`src/rtl/mem_arbiter.sv`:
```
// Shares one word-addressed memory port between instruction and data requests; data first, then fetch.
// Stall is held while the port is busy and drops with the result registered; requests wait on mem_req_ready.
module mem_arbiter #(
    parameter int ADDR_W = 30
) (
    input  logic              clk,
    input  logic              reset,
    input  logic              icache_re,
    input  logic [31:0]       icache_addr,
    output logic [31:0]       icache_dout,
    input  logic              dcache_re,
    input  logic [3:0]        dcache_we,
    input  logic [31:0]       dcache_addr,
    input  logic [31:0]       dcache_din,
    output logic [31:0]       dcache_dout,
    output logic              stall,
    output logic              mem_req_valid,
    input  logic              mem_req_ready,
    output logic              mem_req_rw,
    output logic [ADDR_W-1:0] mem_req_addr,
    output logic [31:0]       mem_req_data,
    output logic [3:0]        mem_req_mask,
    input  logic              mem_resp_valid,
    input  logic [31:0]       mem_resp_data
);

    typedef enum logic [2:0] {
        S_IDLE,
        S_D_REQ,
        S_D_WAIT,
        S_I_REQ,
        S_I_WAIT
    } state_t;

    state_t              r_state;
    state_t              w_next_state;
    logic                r_stall;
    logic [31:0]         r_icache_dout;
    logic [31:0]         r_dcache_dout;
    logic [3:0]          r_dwe;
    logic                r_dwr;
    logic [ADDR_W-1:0]   r_daddr;
    logic [31:0]         r_ddin;
    logic                r_imiss;
    logic [ADDR_W-1:0]   r_iaddr;
    logic                r_buf_vld;
    logic [ADDR_W-1:0]   r_buf_tag;
    logic [31:0]         r_buf_dat;

    logic [ADDR_W-1:0]   w_ifetch_addr;
    logic                w_dwr_in;
    logic                w_ihit;
    logic                w_imiss_in;
    logic                w_dacc_in;
    logic                w_sample;
    logic                w_unused_bits;

    assign w_ifetch_addr = icache_addr[ADDR_W+1:2];
    assign w_dwr_in      = |dcache_we;
    assign w_ihit        = icache_re && r_buf_vld && (r_buf_tag == w_ifetch_addr);
    assign w_imiss_in    = icache_re && !w_ihit;
    assign w_dacc_in     = w_dwr_in || dcache_re;
    assign w_sample      = (r_state == S_IDLE) && !r_stall;
    assign w_unused_bits = ^{icache_addr[1:0], dcache_addr[31:ADDR_W]};

    always_ff @(posedge clk or negedge reset) begin
        if (!reset) begin
            r_state <= S_IDLE;
        end else begin
            r_state <= w_next_state;
        end
    end

    always_comb begin
        w_next_state = r_state;
        case (r_state)
            S_IDLE: begin
                if (w_sample) begin
                    if (w_dacc_in) begin
                        w_next_state = S_D_REQ;
                    end else if (w_imiss_in) begin
                        w_next_state = S_I_REQ;
                    end
                end
            end
            S_D_REQ: begin
                if (mem_req_ready) begin
                    if (!r_dwr) begin
                        w_next_state = S_D_WAIT;
                    end else if (r_imiss) begin
                        w_next_state = S_I_REQ;
                    end else begin
                        w_next_state = S_IDLE;
                    end
                end
            end
            S_D_WAIT: begin
                if (mem_resp_valid) begin
                    w_next_state = r_imiss ? S_I_REQ : S_IDLE;
                end
            end
            S_I_REQ: begin
                if (mem_req_ready) begin
                    w_next_state = S_I_WAIT;
                end
            end
            S_I_WAIT: begin
                if (mem_resp_valid) begin
                    w_next_state = S_IDLE;
                end
            end
            default: w_next_state = S_IDLE;
        endcase
    end

    // Request fields read as zero whenever no request is presented.
    assign mem_req_valid = (r_state == S_D_REQ) || (r_state == S_I_REQ);
    assign mem_req_rw    = (r_state == S_D_REQ) && r_dwr;
    assign mem_req_addr  = (r_state == S_D_REQ) ? r_daddr :
                           (r_state == S_I_REQ) ? r_iaddr : '0;
    assign mem_req_data  = (r_state == S_D_REQ) ? r_ddin : 32'h0;
    assign mem_req_mask  = mem_req_rw ? r_dwe : (mem_req_valid ? 4'hF : 4'h0);

    always_ff @(posedge clk or negedge reset) begin
        if (!reset) begin
            r_stall       <= 1'b0;
            r_icache_dout <= 32'h0;
            r_dcache_dout <= 32'h0;
            r_dwe         <= 4'h0;
            r_dwr         <= 1'b0;
            r_daddr       <= '0;
            r_ddin        <= 32'h0;
            r_imiss       <= 1'b0;
            r_iaddr       <= '0;
            r_buf_vld     <= 1'b0;
            r_buf_tag     <= '0;
            r_buf_dat     <= 32'h0;
        end else begin
            r_stall <= (w_next_state != S_IDLE);
            if (w_sample) begin
                r_dwe   <= dcache_we;
                r_dwr   <= w_dwr_in;
                r_daddr <= dcache_addr[ADDR_W-1:0];
                r_ddin  <= dcache_din;
                r_imiss <= w_imiss_in;
                r_iaddr <= w_ifetch_addr;
                if (w_ihit) begin
                    r_icache_dout <= r_buf_dat;
                end
            end
            // A store to the buffered word makes the buffered copy stale.
            if ((r_state == S_D_REQ) && mem_req_ready && r_dwr && (r_daddr == r_buf_tag)) begin
                r_buf_vld <= 1'b0;
            end
            if ((r_state == S_D_WAIT) && mem_resp_valid) begin
                r_dcache_dout <= mem_resp_data;
            end
            if ((r_state == S_I_WAIT) && mem_resp_valid) begin
                r_icache_dout <= mem_resp_data;
                r_buf_dat     <= mem_resp_data;
                r_buf_tag     <= r_iaddr;
                r_buf_vld     <= 1'b1;
            end
        end
    end

    assign icache_dout = r_icache_dout;
    assign dcache_dout = r_dcache_dout;
    assign stall       = r_stall;

endmodule

```
`config.mk`:
```
export PLATFORM = sky130hd
export DESIGN_NAME = mem_arbiter
export DESIGN_NICKNAME = d
export VERILOG_FILES = /design/src/rtl/mem_arbiter.sv
export SDC_FILE = /design/constraint.sdc
export NUM_CORES = 1
export LEC_CHECK = 0
export CORE_ASPECT_RATIO = 0.75
export CORE_MARGIN = 4
export CORE_UTILIZATION = 30
export CTS_BUF_LIST = sky130_fd_sc_hd__clkbuf_8 sky130_fd_sc_hd__clkbuf_16
export CTS_CLUSTER_DIAMETER = 40
export DETAILED_ROUTE_END_ITERATION = 16
export PLACE_DENSITY = 0.65
export SYNTH_ARGS = -nofsm -noshare
export SYNTH_HDL_FRONTEND = slang
export SYNTH_SLANG_ARGS = --single-unit
```
`constraint.sdc`:
```
create_clock -name clk -period 4.34 [get_ports clk]
set_input_delay 0.651 -clock clk [delete_from_list [all_inputs] [get_ports clk]]
set_output_delay 0.651 -clock clk [all_outputs]
set_load 0.005 [all_outputs]
```
==> metrics.csv, run 1 <==
metric,value,unit
end_kind,primary output,
place.gp.congestion,0.842,
drt_iter0_drc,630,
hold_viol_final,0,
yosys_warnings,0,
portBuffers,266,
finalSetupTns,0,ns
ys.flop_type,dfrtp_1,
cts_sinks,229,
cp_max_fo,19,
tightestPinTransition,1.14,ns
crit_type,reg2out,
std_cell_rows,57,
post_cts_buffers,0,
die_width,219,um
post_cts_resized,0,
cap_violations,0,
synth.ff_latch_count,229,
netlist_top_cells_area,"dfrtp_1 (57%), nand2_1 (18%), mux2_2 (7.0%)",
status,finished clean,
routed_via_density,4.59,
drv_slew,0,
setup_viol,0,
synth_top_area_share,56.9,%
vias,8122,
cp_data_arrival_time,2.78,ns
num-nets-final,1442,
cts_tree,built,
drive_above_1_share,10.6,%
synth_area_leader_cell,dfrtp_1,
root_buffer,clkbuf_16,
ys_seq_area_share,56.9,%
die_height,167,um
die_area,36600,sq um
rsz0062_at_grt,no,
crit_path_start_kind,flip-flop,
hpwlAfterDp,21400,um
antenna_found_initial,3,
ir_drop,0.277,mV
cts_hold_buf,0,
layout_commonest_cell,nand2_1,
synth-async-reset-ratio,100,%
syn_to_final_growth,41.8,%
holdWs,0.128,ns
clockBufferDepth,3,
leakage,0.00683,uW
post_drt_wl_per_cell,17.5,um
grt_usage,16.6,%
syn-num-nets,1182,
io_pins,271,
powerDensity,727,nW/um^2
clkLatencyLatePin,0.55,ns
period_share,79.1,%
layout_common_cells,"nand2_1 (478), clkdlybuf4s50_1 (265), dfrtp_1 (228), mux2_2 (63), xor2_1 (59)",
grt_pass1_wl,48200,um
htreeDepth,1,
netlist-cell-type-count,36,
relSlewSlack,24.1,%
drtPass1Iterations,5,
cts_buffers,31,
synth-edff-count,0,
grt_pass1_vias,8286,
core_area,32700,sq um
gr-total-overflow,0,
avgSynthCellArea,9.64,sq um
post-route-min-period,3.43,ns
wirelength,31000,um
hold_class,in2async,
drc_errors,0,
syn_inst,1044,
skew,0.0164,ns
clk_pin_slew_worst_paths,0.06,ns
grt_max_degree,101,
initial_core_util,30.7,%
synth_area,10100,sq um
cp.required,3.69,ns
final_antenna_net_count,0,
max_freq,0.291,GHz
-- registers in the layout, summed over array words and instances, names as in the netlist, 3 cells and up --
register     count
dcache_dout     32
icache_dout     32
r_buf_dat       32
r_buf_tag       30
r_daddr         30
r_ddin          32
r_dwe            4
r_iaddr         30
r_state          3
-- critical path, cell delays in order, from the launching register on --
cell,delay [ns]
dfrtp_1,0.51
nand2b_1,0.61
buf_4,0.42
nor2_1,0.16
clkdlybuf4s50_1,0.52
-- where the power goes --
| group | switching (uW) | internal (uW) | leakage [uW] |
|---|---|---|---|
| Sequential | 664 | 3090 | 0.00289 |
| Clock | 973 | 1600 | 0.000527 |
| Combinational | 2040 | 2000 | 0.00342 |
-- area by class of cell --
type	instances	area [sq um]
fillers	3150	18500
flip-flops and latches	229	5730
multi-input cells	761	4140
repair buffers	280	2790
clock buffers	38	872
well taps	442	553
clock inverters	16	185
diodes	2	5.00
inverters	1	3.75
-- metrics by stage --
stage,total power [uW],std cells,worst slack (ns),util (%),area [sq um]
2_1_floorplan,5700,1044,2.09,-,10100
3_3_place_gp,7730,1713,1.16,40.4,13200
3_5_place_dp,7820,1713,1.15,40.4,13200
4_1_cts,10500,1767,0.829,43.6,14300
5_1_grt,11100,1768,0.700,43.6,14300
6_report,10400,1769,0.909,43.6,14300
-- cell usage after synthesis (all sizes together), types with 4 or more instances --
master,instances
nand4,6
nor3,4
mux2i,30
nor2,37
clkbuf,34
mux2,64
dfrtp,229
a21o,5
and2,34
nor4,20
nand2,479
xor2,59
buf,19
-- metal layers --
layer | GRT usage [%] | vias up | wire [um]
met5 | 0 | - | 27
met4 | 3.49 | 4 | 622
met3 | 5.57 | 46 | 2780
met2 | 24.6 | 276 | 13500
met1 | 23.9 | 3955 | 14100
li1 | - | 3841 | -
-- cells by family after synthesis --
family / count (synthesis) / synth area share [%]
AND/OR/NAND/NOR: 591 / 24.0
flip-flops: 229 / 56.9
multiplexers: 94 / 10.1
XOR/XNOR: 60 / 5.22
buffers and inverters: 54 / 2.37
AO/OA/AOI/OAI: 16 / 1.28
-- worst paths after layout --
path / depth (start not counted) / slack [ns] / from / to
setup / recovery: 4 / 0.91 / r_state[2]$_DFF_PN0_ / mem_req_addr[0]
hold / removal: 1 / 0.13 / reset / r_iaddr[9]$_DFFE_PN0P_
setup reg to reg: 5 / 1.68 / r_state[1]$_DFF_PN0_ / r_daddr[8]$_DFFE_PN0P_
hold reg to reg: 2 / 0.46 / r_ddin[4]$_DFFE_PN0P_ / r_ddin[4]$_DFFE_PN0P_
max in group asynchronous: 2 / 3.20 / reset / r_daddr[22]$_DFFE_PN0P_
min in group clk: 2 / 0.46 / r_ddin[4]$_DFFE_PN0P_ / r_ddin[4]$_DFFE_PN0P_
Note: power is estimated with default switching activity, not from simulation.
==> run 2: changes to the inputs <==
--- a/config.mk
+++ b/config.mk
@@ -11,7 +11,7 @@
 export CTS_BUF_LIST = sky130_fd_sc_hd__clkbuf_8 sky130_fd_sc_hd__clkbuf_16
 export CTS_CLUSTER_DIAMETER = 40
 export DETAILED_ROUTE_END_ITERATION = 16
-export PLACE_DENSITY = 0.65
+export PLACE_DENSITY = 0.67
 export SYNTH_ARGS = -nofsm -noshare
 export SYNTH_HDL_FRONTEND = slang
 export SYNTH_SLANG_ARGS = --single-unit
==> constraint.sdc (replaced) <==
create_clock -name clk -period 3 [get_ports clk]
set_input_delay 0.45 -clock clk [delete_from_list [all_inputs] [get_ports clk]]
set_output_delay 0.45 -clock clk [all_outputs]
set_load 0.005 [all_outputs]
==> run 2 against run 1 <==
Cell count is 1.2% higher. Combinational power rose by 46%. Clock skew increased by 0.011 ns. Wire length fell by 0.22%. Sequential share of layout area fell by 0.98 points. Die area unchanged. Hold slack better by 0.33 ns. Total power rose by 52%. Critical path type unchanged. Clock power rose by 71%. Sequential power increased by 45%. Sequential cell count stayed put. Worst setup slack got worse by 0.80 ns.
==> metrics.csv, run 2 (synthesis gave the netlist of run 1 again) <==
metric,value,unit,change
layout_commonest_cell,nand2_1,,unchanged
max_freq,0.346,GHz,
clkLatencyLatePin,0.52,ns,was 0.55 ns
vias,8181,,was 8122
cts_buffers,38,,was 31
grt_max_degree,99,,was 101
std_cell_rows,57,,unchanged
wirelength,30900,um,was 31000 um
syn_to_final_growth,45.4,%,was 41.8%
cp_data_arrival_time,2.44,ns,was 2.78 ns
tightestPinTransition,1.15,ns,was 1.14 ns
rsz0062_at_grt,no,,unchanged
routed_via_density,4.57,,was 4.59
post-route-min-period,2.89,ns,
clk_pin_slew_worst_paths,0.06,ns,about the same
crit_type,reg2out,,unchanged
leakage,0.00698,uW,was 0.00683 uW
drc_errors,0,,unchanged
grt_usage,16.7,%,was 16.6%
end_kind,primary output,,unchanged
cp.required,2.55,ns,was 3.69 ns
clockBufferDepth,3,,unchanged
powerDensity,1080,nW/um^2,was 727 nW/um^2
r2r_slack,0.68,ns,was 1.68 ns
num-nets-final,1456,,was 1442
finalSetupTns,0,ns,unchanged
post_cts_buffers,0,,unchanged
layout_common_cells,"nand2_1 (478), clkdlybuf4s50_1 (265), dfrtp_1 (228), mux2_2 (63), xor2_1 (59)",,unchanged
setup_viol,0,,unchanged
period_share,96.3,%,
grt_pass1_wl,48300,um,was 48200 um
die_height,167,um,unchanged
cap_violations,0,,unchanged
skew,0.0276,ns,was 0.0164 ns
place_area,13300,sq um,was 13200 sq um
gr-total-overflow,0,,unchanged
hold_class,in2reg,,was in2async
grt_pass1_vias,8313,,was 8286
drive_above_1_share,12.4,%,was 10.6%
hold_viol_final,0,,unchanged
cts_sinks,229,,unchanged
hpwlAfterDp,21900,um,was 21400 um
relSlewSlack,23.4,%,was 24.1%
postLayoutCoreUtil,44.7,%,was 43.6%
status,finished clean,,unchanged
io_pins,271,,unchanged
die_width,219,um,unchanged
initial_core_util,30.7,%,unchanged
ir_drop,0.457,mV,was 0.277 mV
rr_worst_depth,6,,was 5
cts_tree,built,,unchanged
htreeDepth,2,,was 1
cp_max_fo,17,,was 19
drv_slew,0,,unchanged
core_area,32700,sq um,unchanged
drt_iter0_drc,493,,was 630
place.gp.congestion,0.840,,was 0.842
r2r-end,icache_dout[8]$_DFFE_PN0P_,,was r_daddr[8]$_DFFE_PN0P_
crit_path_start,r_state[1]$_DFF_PN0_,,was r_state[2]$_DFF_PN0_
drtPass1Iterations,5,,unchanged
die_area,36600,sq um,unchanged
final_antenna_net_count,0,,unchanged
r2r-start,r_buf_tag[11]$_DFFE_PN0P_,,was r_state[1]$_DFF_PN0_
design_area,14600,sq um,was 14300 sq um
crit_path_start_kind,flip-flop,,unchanged
crit_end,mem_req_mask[3],,was mem_req_addr[0]
antenna_found_initial,3,,unchanged
portBuffers,266,,unchanged
total_power,15800,uW,was 10400 uW
post_drt_wl_per_cell,17.3,um,was 17.5 um
root_buffer,clkbuf_16,,unchanged
## run 2: changes by cell type in the layout (fill, tap and decap cells not counted), moves of 2 or more
cell	previous run	this run
clkbuf_16	31	39
clkinvlp_4	2	8
clkbuf_8	7	3
buf_12	1	4
buf_4	13	15
clkinv_2	3	5
clkinv_4	2	4
clkinv_8	0	2
inv_1	3	1
## run 2: repair_timing
action                                  in CTS  in global routing
gates resized for setup                      2                  2
hold buffers                                 1                  0
endpoints found under the setup margin       4                  3
hold endpoints to repair                    64                  0
## run 2: worst max-delay path, stage by stage (launching register included)
cell and delay [ns]:
dfrtp_4 0.61, nor3b_2 0.25, and2_2 0.33, nor2_2 0.10
a21o_1 0.17, clkdlybuf4s50_1 0.45
## run 2: report_power, final
| part | internal [uW] | switching [uW] |
|---|---|---|
| combinational | 2940 | 2940 |
| sequential | 4480 | 978 |
| clock | 2770 | 1660 |
| total | 10200 | 5580 |
## run 2: final cells by class
type | count | area, sq um
Tap cell | 442 | 553
Antenna cell | 1 | 2.50
Timing Repair Buffer | 287 | 2880
Fill cell | 3119 | 18100
Clock buffer | 42 | 1020
Clock inverter | 28 | 303
Multi-Input combinational cell | 761 | 4140
Inverter | 1 | 3.75
Sequential cell | 229 | 5730
## run 2: routing by layer
layer / GRT usage (%) / vias up / wire length, um
met2: 24.6 / 306 / 13300
li1: - / 3887 / -
met5: 0 / - / 10
met1: 23.7 / 3928 / 14100
met4: 5.14 / 2 / 837
met3: 5.06 / 58 / 2660
## run 2: worst min path at each step
stage,start,endpoint,slack (ns),cells past startpoint
final,dcache_din[29],r_ddin[29]$_DFFE_PN0P_,0.45,3
after global placement,reset,r_iaddr[7]$_DFFE_PN0P_,0.45,1
after global routing,dcache_din[29],r_ddin[29]$_DFFE_PN0P_,0.44,3
after detailed placement,reset,r_iaddr[7]$_DFFE_PN0P_,0.45,1
after CTS,dcache_din[29],r_ddin[29]$_DFFE_PN0P_,0.42,3
after floorplan,reset,dcache_dout[0]$_DFFE_PN0P_,0.15,0
## run 2: through the flow
stage / instances / setup slack, ns / hold WS, ns
6_report: 1791 / 0.110 / 0.454
5_1_grt: 1791 / 0.0268 / 0.437
4_1_cts: 1790 / 0.0537 / 0.423
3_5_place_dp: 1719 / 0.221 / 0.452
3_3_place_gp: 1719 / 0.214 / 0.448
2_1_floorplan: 1044 / 0.949 / 0.154
